## src/rtl/mem_interconnect.sv

```systemverilog
// Data-memory interconnect: decodes the host load/store port onto N fixed-latency slaves,
// tracks outstanding reads by return slot, and muxes read data/error responses back in order.
module mem_interconnect #(
    parameter int unsigned XLEN     = 32,
    parameter int unsigned N_SLAVES = 3,
    parameter int unsigned MAX_LAT  = 4,
    parameter logic [N_SLAVES*XLEN-1:0] SLAVE_BASE = {32'h2000_0000, 32'h1000_0000, 32'h0000_0000},
    parameter logic [N_SLAVES*XLEN-1:0] SLAVE_MASK = {32'hFFFF_0000, 32'hFFFE_0000, 32'hFFFC_0000},
    parameter logic [N_SLAVES*4-1:0]    SLAVE_LAT  = {4'd2, 4'd1, 4'd1},
    parameter logic [N_SLAVES-1:0]      SLAVE_RO   = 3'b001
) (
    input  logic                     clk,
    input  logic                     rst,
    input  logic                     h_req,
    input  logic                     h_we,
    input  logic [XLEN-1:0]          h_addr,
    input  logic [XLEN/8-1:0]        h_byteen,
    input  logic [XLEN-1:0]          h_wdata,
    output logic                     h_ready,
    output logic                     h_rvalid,
    output logic [XLEN-1:0]          h_rdata,
    output logic                     h_err,
    output logic [N_SLAVES-1:0]      s_req,
    output logic [N_SLAVES-1:0]      s_we,
    output logic [XLEN-1:0]          s_addr,
    output logic [XLEN/8-1:0]        s_byteen,
    output logic [XLEN-1:0]          s_wdata,
    input  logic [N_SLAVES*XLEN-1:0] s_rdata
);

    localparam int unsigned IW = (N_SLAVES > 1) ? $clog2(N_SLAVES) : 1;

    logic           hit;
    logic [IW-1:0]  hit_idx;
    logic [3:0]     hit_lat;
    logic           hit_ro;
    logic           err_req;
    logic           track;
    logic [3:0]     req_lat;
    logic           slot_busy;
    logic           accept;

    logic           t_valid [1:MAX_LAT];
    logic           t_err   [1:MAX_LAT];
    logic [IW-1:0]  t_idx   [1:MAX_LAT];

    // Address decode; scanning downwards lets the lowest matching index win.
    always_comb begin
        hit     = 1'b0;
        hit_idx = '0;
        hit_lat = 4'd1;
        hit_ro  = 1'b0;
        for (int i = int'(N_SLAVES) - 1; i >= 0; i--) begin
            if ((h_addr & SLAVE_MASK[i*XLEN +: XLEN]) == SLAVE_BASE[i*XLEN +: XLEN]) begin
                hit     = 1'b1;
                hit_idx = IW'(i);
                hit_lat = SLAVE_LAT[i*4 +: 4];
                hit_ro  = SLAVE_RO[i];
            end
        end
    end

    // A request produces a response unless it is a clean write; stall if its return slot is taken.
    always_comb begin
        err_req   = !hit || (h_we && hit_ro);
        track     = err_req || !h_we;
        req_lat   = err_req ? 4'd1 : hit_lat;
        slot_busy = 1'b0;
        for (int k = 2; k <= int'(MAX_LAT); k++) begin
            if (k == int'(req_lat) + 1) begin
                slot_busy = t_valid[k];
            end
        end
        h_ready = !rst && !(track && slot_busy);
        accept  = h_req && h_ready;
    end

    always_comb begin
        for (int i = 0; i < int'(N_SLAVES); i++) begin
            s_req[i] = accept && !err_req && (hit_idx == IW'(i));
        end
        s_we     = s_req & {N_SLAVES{h_we}};
        s_addr   = h_addr;
        s_byteen = h_byteen;
        s_wdata  = h_wdata;
    end

    // Return tracker: entry k retires in k cycles; new reads land at their latency slot.
    always_ff @(posedge clk or posedge rst) begin
        if (rst) begin
            for (int k = 1; k <= int'(MAX_LAT); k++) begin
                t_valid[k] <= 1'b0;
                t_err[k]   <= 1'b0;
                t_idx[k]   <= '0;
            end
        end else begin
            for (int k = 1; k < int'(MAX_LAT); k++) begin
                t_valid[k] <= t_valid[k+1];
                t_err[k]   <= t_err[k+1];
                t_idx[k]   <= t_idx[k+1];
            end
            t_valid[MAX_LAT] <= 1'b0;
            t_err[MAX_LAT]   <= 1'b0;
            t_idx[MAX_LAT]   <= '0;
            if (accept && track) begin
                for (int k = 1; k <= int'(MAX_LAT); k++) begin
                    if (k == int'(req_lat)) begin
                        t_valid[k] <= 1'b1;
                        t_err[k]   <= err_req;
                        t_idx[k]   <= hit_idx;
                    end
                end
            end
        end
    end

    always_comb begin
        h_rvalid = t_valid[1];
        h_err    = t_valid[1] && t_err[1];
        h_rdata  = '0;
        if (t_valid[1] && !t_err[1]) begin
            for (int i = 0; i < int'(N_SLAVES); i++) begin
                if (t_idx[1] == IW'(i)) begin
                    h_rdata = s_rdata[i*XLEN +: XLEN];
                end
            end
        end
    end

endmodule

```

## config.mk

```make
export PLATFORM = sky130hd
export DESIGN_NAME = mem_interconnect
export DESIGN_NICKNAME = d
export VERILOG_FILES = /design/src/rtl/mem_interconnect.sv
export SDC_FILE = /design/constraint.sdc
export NUM_CORES = 1
export LEC_CHECK = 0
export CAP_MARGIN = 20
export CELL_PAD_IN_SITES_DETAIL_PLACEMENT = 1
export CELL_PAD_IN_SITES_GLOBAL_PLACEMENT = 1
export CORE_UTILIZATION = 14
export CTS_CLUSTER_DIAMETER = 30
export DETAILED_ROUTE_END_ITERATION = 10
export PLACE_DENSITY_LB_ADDON = 0.1
export SYNTH_ARGS = -nofsm -noshare
export SYNTH_HDL_FRONTEND = slang
export SYNTH_SLANG_ARGS = --single-unit
```

## constraint.sdc

```tcl
create_clock -name clk -period 1.45 [get_ports clk]
set_input_delay 0.29 -clock clk [delete_from_list [all_inputs] [get_ports clk]]
set_output_delay 0.29 -clock clk [all_outputs]
set_load 0.01 [all_outputs]
```

==> metrics.txt <==
Setup WS post-layout -0.432 ns; Reg power frac 19.5%; top cell type's share of synthesized area 27.5%; multi-input combinational cell area ~1200 um^2; fill cell count 1631; Initial Util approximately 15%; Total Routing Usage GR 11.3%; Mapped Avg Cell Area just over 7 um^2; Post-Synthesis Cells 274; wire length on met2 4410 um; commonest cells in the netlist 72 x buf_4, 66 x nor2_1, 35 x a21oi_1; DIE AREA about 14000 um^2; share of the clock period used by the worst path after layout 130%; Fin. Hold Viols 0; setup skew after layout 0.00405 ns; Clock power frac 26.5%; remaining global-route overflow 0; wl on met1 3550 um; worst min path class in2async; Final Max Slew Viols 0; RSZ-0062 raised after global routing true; Placer Congestion around 0.67; clk_lat worst skew roughly 0.24 ns; Initial DRT Pass Iterations 3; P_leak 0.00179 uW; crit path max fanout 5; IO Count ~280; CTS tree built; Distinct cells, synth 35; Yosys top cell by area buf_4; wirelength, routed between 8000 and 9000 um; largest net degree at the start of global routing 27; Pwr Density roughly 480 nW/um^2; ant diodes 0; EDFF count, synth 0; setup violators final 38; global-route wire length before repair 13000 um; first-iteration detailed-routing DRC count 28; met3 WL post-DR 730 um; failing checks negative setup slack; Hold WS roughly 0.36 ns; DR DRC count 0; via count 2325; die height 120 um; core area 13500 um^2; Max-Cap Viols 0; Reg2Reg Setup Slack 0.21 ns; Critical Path End Type primary output; htree depth 1; overall power 1880 uW; hpwl dp 6610 um; CTS buffer count 3; setup_tns -12.82 ns; post-synthesis cell area 1960 um^2; Die Wd ~120 um; worst r2r path cells 6; FP Rows 42; WL/cell 14.8 um; timing-limited maximum frequency 0.531 GHz; switching portion of total power 28.1%; Syn. warnings 0; Register Area 302 um^2; status finished with violations; layout cells sized above 1 a little under a third; internal power 1360 uW; Gate power share between 50% and 60%; port buffer count 171; CTS Root Cell clkbuf_16; Max Used Layer met4; VDD IR max 0.575 mV; CP Launch Type flip-flop; via/cell ratio 3.89; switching power 529 uW; Area growth syn-to-layout 99.2%; Top FF cell, synth dfrtp_1; Worst Setup Path Type reg2out; vias in the first global route 2479; CTS sink count 12; FF-to-FF End t_err[3]$_DFF_PP0_; leading post-synthesis cells by cell area buf_4 28%, mux2i_1 17%, dfrtp_1 15%; worst r2r src t_valid[2]$_DFF_PP0_; Synth async-reset ratio 100%; Max clock buf depth 2; Yosys reg bits 12; crit path time final around 1.9 ns; Reg clk slew, reported paths around 0.04 ns; Worst Path Required 1.16 ns; Seq/Total Area, Yosys between 10% and 20%; Antenna Nets Post-Route 0; Final #Nets 590; Arr. time, crit path 1.59 ns; initial antenna violation count 0; most common cell in the netlist buf_4
-- critical path, stage by stage (launching register included) --
cell	delay (ns)
dfrtp_2	0.43
buf_12	0.15
buf_8	0.13
buf_16	0.14
mux2i_1	0.14
nor2_1	0.06
a21oi_1	0.13
nor2_1	0.05
buf_2	0.14
-- power by group through the flow --
stage / Combinational, uW / Sequential (uW) / Clock, uW
after floorplan: 502 / 367 / 0
after global placement: 933 / 374 / 0
after detailed placement: 939 / 375 / 0
after CTS: 1020 / 367 / 507
after global routing: 1110 / 369 / 526
final: 1020 / 367 / 499
-- layer usage --
| layer | global-route usage, % | up-vias |
|---|---|---|
| li1 | - | 1142 |
| met1 | 12.7 | 1055 |
| met2 | 21.2 | 104 |
| met3 | 2.88 | 24 |
| met4 | 2.47 | 0 |
| met5 | 0 | - |
-- through the flow --
step | cell area, um^2 | std cells | setup slack, ns | utilization, %
after global routing | 3910 | 597 | -0.529 | 29.1
after global placement | 3630 | 574 | -1.07 | 27.0
final | 3910 | 597 | -0.432 | 29.1
after CTS | 3850 | 595 | -0.442 | 28.6
after detailed placement | 3630 | 574 | -1.09 | 27.0
after floorplan | 1990 | 278 | 0.00221 | -
-- layout make-up --
type	count	share of cell area (%)
tap	176	5.63
sequential	12	7.71
clock buffer	4	2.02
inverter	3	0.288
timing repair buffer	224	53.9
multi-input combinational	178	30.4
-- worst max path at each step --
stage                       startpoint     endpoint  slack [ns]
global placement            h_addr[24]     s_req[2]       -1.07
detailed placement          h_addr[24]      s_we[2]       -1.09
floorplan                   h_addr[24]      s_we[2]       0.002
CTS                 t_idx[6]$_DFF_PP0_  h_rdata[20]       -0.44
global route        t_idx[6]$_DFF_PP0_  h_rdata[18]       -0.53
finish              t_idx[6]$_DFF_PP0_   h_rdata[3]       -0.43
-- registers in the layout, indices dropped and copies added (netlist names) --
signal,flops
h_rvalid,1
t_valid,2
t_err,3
t_idx,6
-- cell families (layout without fill, tap and decap cells) --
| family | Yosys count | after routing | synth area share, % |
|---|---|---|---|
| other cells | 1 | 5 | 0.191 |
| buf+inv | 88 | 231 | 31.0 |
| simple gates | 94 | 94 | 23.5 |
| mux | 33 | 33 | 16.8 |
| flops | 12 | 12 | 15.3 |
| compound gates | 46 | 46 | 13.2 |
-- what timing repair did --
item	in CTS	in global routing
gates resized for setup	246	10
endpoints found under the setup margin	64	38
hold buffers	0	0
cloned	5	2
setup buffers	14	1
pin swaps	17	19
-- cells in the final DEF, fill, tap and decap left out, drive strengths merged --
cell	instances
and4b	1
clkbuf	7
nand3	2
nor4	3
conb	5
buf	101
a21oi	36
and3	2
clkdlybuf4s50	112
mux2i	33
nand3b	2
nand2	3
o31ai	1
o211ai	1
nor3b	3
o21ai	2
a21boi	1
nor4b	1
or3b	1
nand4	1
and4	1
and2	4
nor2b	2
clkdlybuf4s15	2
a211oi	1
inv	3
nor2	66
a31o	1
a21o	2
dfrtp	12
dlygate4sd2	6
nand2b	2
o211a	1
No activity file was read; power rests on OpenSTA's default activity.
